--- src/rtl/ntt_stage_sequencer_if.sv ---
// Handshake bundle between the host/datapath side and the NTT stage sequencer.
// The slave modport is the sequencer; the master drives start/abort/ready.
interface ntt_stage_sequencer_if;
  logic       start;
  logic       abort;
  logic       ready;
  logic [1:0] stage;
  logic       incr;
  logic       soft_reset;
  logic [6:0] step;
  logic       busy;
  logic       done;

  modport master (
    output start, abort, ready,
    input  stage, incr, soft_reset, step, busy, done
  );

  modport slave (
    input  start, abort, ready,
    output stage, incr, soft_reset, step, busy, done
  );
endinterface

--- src/rtl/ntt_stage_sequencer.sv ---
// Stage controller for the 257-point NTT memory path: runs NUM_STAGES passes of
// STEPS_PER_STAGE ready-throttled address steps, draining the datapath between passes.
module ntt_stage_sequencer #(
  parameter int NUM_STAGES      = 3,
  parameter int STEPS_PER_STAGE = 85,
  parameter int DRAIN_CYCLES    = 4
) (
  input  logic                  clk,
  input  logic                  reset,
  ntt_stage_sequencer_if.slave  bus
);

  localparam int DW = (DRAIN_CYCLES > 1) ? $clog2(DRAIN_CYCLES) : 1;
  localparam logic [6:0]    LAST_STEP  = 7'(STEPS_PER_STAGE - 1);
  localparam logic [1:0]    LAST_STAGE = 2'(NUM_STAGES - 1);
  localparam logic [DW-1:0] LAST_DRAIN = DW'(DRAIN_CYCLES - 1);

  typedef enum logic [2:0] {
    S_IDLE  = 3'd0,
    S_CLEAR = 3'd1,
    S_RUN   = 3'd2,
    S_DRAIN = 3'd3,
    S_DONE  = 3'd4
  } state_t;

  state_t        state_q, state_d;
  logic [1:0]    stage_q, stage_d;
  logic [6:0]    step_q,  step_d;
  logic [DW-1:0] drain_q, drain_d;
  logic          incr_d, soft_reset_d, done_d;

  always_ff @(posedge clk or negedge reset) begin
    if (!reset) begin
      state_q <= S_IDLE;
      stage_q <= '0;
      step_q  <= '0;
      drain_q <= '0;
    end else begin
      state_q <= state_d;
      stage_q <= stage_d;
      step_q  <= step_d;
      drain_q <= drain_d;
    end
  end

  always_comb begin
    state_d      = state_q;
    stage_d      = stage_q;
    step_d       = step_q;
    drain_d      = drain_q;
    incr_d       = 1'b0;
    soft_reset_d = 1'b0;
    done_d       = 1'b0;

    // Abort overrides every busy state and also restarts the memory controller.
    if (state_q != S_IDLE && bus.abort) begin
      state_d      = S_IDLE;
      stage_d      = '0;
      step_d       = '0;
      drain_d      = '0;
      soft_reset_d = 1'b1;
    end else begin
      case (state_q)
        S_IDLE: begin
          if (bus.start && !bus.abort) begin
            state_d = S_CLEAR;
            stage_d = '0;
          end
        end
        S_CLEAR: begin
          soft_reset_d = 1'b1;
          step_d       = '0;
          state_d      = S_RUN;
        end
        S_RUN: begin
          if (bus.ready) begin
            incr_d = 1'b1;
            if (step_q == LAST_STEP) begin
              step_d  = '0;
              drain_d = '0;
              state_d = S_DRAIN;
            end else begin
              step_d = step_q + 7'd1;
            end
          end
        end
        S_DRAIN: begin
          drain_d = drain_q + 1'b1;
          if (drain_q == LAST_DRAIN) begin
            drain_d = '0;
            if (stage_q == LAST_STAGE) begin
              state_d = S_DONE;
            end else begin
              stage_d = stage_q + 2'd1;
              state_d = S_CLEAR;
            end
          end
        end
        S_DONE: begin
          done_d  = 1'b1;
          stage_d = '0;
          state_d = S_IDLE;
        end
        default: begin
          state_d = S_IDLE;
          stage_d = '0;
          step_d  = '0;
          drain_d = '0;
        end
      endcase
    end
  end

  assign bus.incr       = incr_d;
  assign bus.soft_reset = soft_reset_d;
  assign bus.done       = done_d;
  assign bus.busy       = (state_q != S_IDLE);
  assign bus.stage      = stage_q;
  assign bus.step       = step_q;

endmodule

--- src/flat_wrapper.sv ---
// flat-port wrapper written by rule: the top's interface ports become plain ports
module ntt_stage_sequencer_flat 
#(
  parameter int NUM_STAGES      = 3,
  parameter int STEPS_PER_STAGE = 85,
  parameter int DRAIN_CYCLES    = 4
)
  (clk, reset, bus_start, bus_abort, bus_ready, bus_stage, bus_incr, bus_soft_reset, bus_step, bus_busy, bus_done);
  ntt_stage_sequencer_if bus_i ();
  input  logic clk;
  input  logic reset;
  input wire logic [$bits(bus_i.start)-1:0] bus_start;
  input wire logic [$bits(bus_i.abort)-1:0] bus_abort;
  input wire logic [$bits(bus_i.ready)-1:0] bus_ready;
  output wire logic [$bits(bus_i.stage)-1:0] bus_stage;
  output wire logic [$bits(bus_i.incr)-1:0] bus_incr;
  output wire logic [$bits(bus_i.soft_reset)-1:0] bus_soft_reset;
  output wire logic [$bits(bus_i.step)-1:0] bus_step;
  output wire logic [$bits(bus_i.busy)-1:0] bus_busy;
  output wire logic [$bits(bus_i.done)-1:0] bus_done;
  assign bus_i.start = bus_start;
  assign bus_i.abort = bus_abort;
  assign bus_i.ready = bus_ready;
  assign bus_stage = bus_i.stage;
  assign bus_incr = bus_i.incr;
  assign bus_soft_reset = bus_i.soft_reset;
  assign bus_step = bus_i.step;
  assign bus_busy = bus_i.busy;
  assign bus_done = bus_i.done;
  ntt_stage_sequencer #(.NUM_STAGES(NUM_STAGES), .STEPS_PER_STAGE(STEPS_PER_STAGE), .DRAIN_CYCLES(DRAIN_CYCLES)) u_core (.clk(clk), .reset(reset), .bus(bus_i));
endmodule
--- config.mk ---
export PLATFORM = sky130hd
export DESIGN_NAME = ntt_stage_sequencer_flat
export DESIGN_NICKNAME = d
export VERILOG_FILES = /design/src/rtl/ntt_stage_sequencer_if.sv /design/src/rtl/ntt_stage_sequencer.sv /design/src/flat_wrapper.sv
export SDC_FILE = /design/constraint.sdc
export NUM_CORES = 1
export LEC_CHECK = 0
export CORE_ASPECT_RATIO = 0.8
export CORE_MARGIN = 8
export CORE_UTILIZATION = 25
export CTS_CLUSTER_SIZE = 40
export DETAILED_ROUTE_END_ITERATION = 10
export GPL_TIMING_DRIVEN = 0
export HOLD_SLACK_MARGIN = 0.03
export PLACE_DENSITY = 0.48
export SYNTH_ARGS = -nofsm -noshare
export SYNTH_HDL_FRONTEND = slang
export SYNTH_SLANG_ARGS = --single-unit
--- constraint.sdc ---
create_clock -name clk -period 4 [get_ports clk]
set_input_delay 0.8 -clock clk [delete_from_list [all_inputs] [get_ports clk]]
set_output_delay 0.8 -clock clk [all_outputs]
set_load 0.005 [all_outputs]
==> flow_summary.ini <==
[power_and_ir_drop]
swShare_pct = 35.9
power_leakage_nw = 0.504
intPower_mw = 0.320
pwr_density_cell_nw_per_um2 = 432
switchingPower_mw = 0.179
peakVddDrop_uv = 220
power_frac_clock_pct = 23.7
comb_power_share_pct = 41.1
pwr-share-seq_pct = 35.2

[global_routing]
grt_pass1_vias = 807
grt_usage_pct = 7.99
grt_pass1_wl_um = 3690
overflow = 0
antenna_found_initial = 0
grt_max_degree = 15

[worst_setup_path]
cp.required_ns = 3.20
r2r_cells = 5
r2r_start = u_core.state_q[2]$_DFFE_PN0P_
cp_num_buf_inv = 2
worstSetupEndpointType = primary output
crit_fanout = 5
worstSetupPathType = input port to primary output
critPathArrivalTime_ns = 2.37
crit_chain = clkdlybuf4s50_1 -> or4b_4 -> nor2_1 -> clkdlybuf4s50_1
r2r_end = u_core.bus.step[5]$_DFFE_PN0P_
cpMaxStageDelayCell = or4b_4
slowest_delay_ns = 0.53
ff2ff_setup_slack_ns = 2.32
cpLargestDelayFamily = buffers and inverters
critPathLaunchType = input port
cp_common_cell = clkdlybuf4s50_1

[synth]
yosys_warnings = 0
syn_inst = 97
synth_ff_type = dfrtp_1
synth_top_area_share_pct = 39.3
netlist_area_um2 = 891
synth-seq-area-share_pct = 39.3
netlist-cell-type-count = 35
synth-edff-count = 0
synthTopCellsByArea = dfrtp_1, ha_1, a22o_1, nor2b_1, inv_1
synth-seq-cells = 14
yosysTopAreaCell = dfrtp_1
synth-async-reset-ratio_pct = 100
synth_fp_nets = 106
syn_avg_cell_area_um2 = 9.18

[floorplanning]
std_cell_rows = 19
core_region_area_um2 = 3420
io-pin-count = 18
die_y_um = 69.4
dieArea_um2 = 5740
fp.dieW_um = 82.7
initial_utilization_pct = 26.0

[drt]
wl_per_cell_um = 13.4
ant_nets = 0
drc_errors = 0
viasPerCell = 5.02
wl_um = 2130
dr.pass1.iters = 4
drtIter0Drc = 42
dr_total_vias = 798

[cts]
cts-hold-fix-buffers = 0
clock-sinks = 14
post_cts_buffers = 0
cts.reportedPaths.clkPinSlew_ns = 0.06
cts.path.max_buffers = 2
clk_latency_ns = 0.24
cts_resized = 0
numCtsBuffers = 3
root_buffer = clkbuf_8
cts_tree = yes
cts.htree.levels = 1

[final_layout]
fill_cells = 379
area_delta_synth_final_pct = 29.6
utilization_pct = 33.7
antennaDiodeCount = 0
layout.nets = 128
final-instance-count-excl-fill = 159
drive_gt1_share_pct = 7.69

[sta]
drv_slew = 0
max_freq_mhz = 316
fin_skew_ns = 0.00213
final_hold_viol_count = 0
rsz0062_at_grt = no
worst_pin_slew_ns = 0.686
final.min_clock_period_ns = 3.17
tns_ns = 0
setup_viol = 0
finalCritPeriodShare_pct = 79.2
relSlewSlack_pct = 54.1

[placed_design]
place_congestion = 0.759
place_inst = 156
portBuffers = 17
hpwl_um = 1590

[worst_hold_path]
min-delay-start = u_core.drain_q[0]$_DFFE_PN0P_
min_to = u_core.drain_q[0]$_DFFE_PN0P_
holdPathStages = 1
hp-class = flip-flop to flip-flop

[run]
maxCapViolations = 0

[run_status]
status = complete, no violations
-- power groups by stage --
stage | clock network [mW] | logic, mW | registers (mW)
6_report | 0.118 | 0.205 | 0.176
5_1_grt | 0.128 | 0.234 | 0.179
4_1_cts | 0.123 | 0.207 | 0.176
3_5_place_dp | 0 | 0.205 | 0.178
3_3_place_gp | 0 | 0.204 | 0.178
2_1_floorplan | 0 | 0.136 | 0.175
-- cell type report --
cell class	instances	area, µm²	area share [%]
repair buffers	17	170	14.7
plain buffers	4	22.5	1.95
well taps	42	52.6	4.55
clock buffers	3	41.3	3.58
multi-input cells	70	484	41.9
inverters	9	33.8	2.93
flip-flops and latches	14	350	30.3
-- cell usage after synthesis, drive strengths merged, types with 2 or more instances --
| cell type | instances |
|---|---|
| clkbuf | 3 |
| ha | 4 |
| nor2 | 5 |
| nand2b | 2 |
| o22ai | 2 |
| inv | 9 |
| nor2b | 6 |
| a22o | 5 |
| a31oi | 3 |
| dfrtp | 14 |
| nand2 | 4 |
| nand3 | 2 |
| a41oi | 2 |
| o21ai | 10 |
| a21oi | 4 |
| and3 | 5 |
-- worst reg2reg max path, delay by kind of cell (launching register included) --
kind	cells	cell delay [ns]
AOI/OAI and AO/OA	3	0.57
and+or+nand+nor	1	0.55
buffers and inverters	1	0.14
DFF	1	0.37
-- logic make-up after synthesis --
| logic type | Yosys count | synth area share, % |
|---|---|---|
| compound gates | 32 | 24.4 |
| fa+ha+maj | 4 | 5.62 |
| buf+inv | 13 | 6.32 |
| flops | 14 | 39.3 |
| mux | 2 | 2.39 |
| simple gates | 32 | 21.9 |
-- per-layer routing --
layer | vias up | global-route usage, % | wire length, µm
met5 | - | 0 | 0
met4 | 0 | 1.53 | 6
met3 | 2 | 3.63 | 148
met2 | 19 | 12.8 | 990
met1 | 378 | 9.50 | 982
li1 | 399 | - | -
-- state kept, by name (all words and copies together), names as in the netlist --
signal            flops
u_core.bus.step       7
u_core.state_q        3
u_core.drain_q        2
u_core.bus.stage      2
-- cell usage in the layout (no fill, tap or decap), types with 2 or more instances in the layout --
cell and count:
inv_1 9, a41oi_1 2, dfrtp_1 14, nor2_1 5
o21ai_1 4, and3_1 5, o22ai_1 2, a22o_1 5
a21oi_1 4, clkbuf_8 3, o21ai_0 6, a31oi_1 2
ha_1 4, nand2_1 4, clkbuf_1 3, nand3_1 2
nor2b_1 6, nand2b_1 2, clkdlybuf4s50_1 17
-- worst max-delay path by stage --
stage / start / to / cells after the start
2_1_floorplan: bus_abort / bus_incr / 2
3_5_place_dp: bus_abort / bus_incr / 4
4_1_cts: bus_abort / bus_incr / 4
3_3_place_gp: bus_abort / bus_incr / 4
5_1_grt: bus_abort / bus_soft_reset / 4
6_report: bus_abort / bus_incr / 4
-- per-stage QoR --
step / worst slack, ns / power, mW / hold slack [ns] / cell area, µm²
floorplan: 1.79 / 0.311 / 0.451 / 891
CTS: 0.809 / 0.506 / 0.492 / 1150
finish: 0.831 / 0.499 / 0.489 / 1150
detailed placement: 0.811 / 0.383 / 0.481 / 1110
global route: 0.746 / 0.542 / 0.533 / 1150
global placement: 0.810 / 0.382 / 0.472 / 1110
No activity file was read; power rests on OpenSTA's default activity.
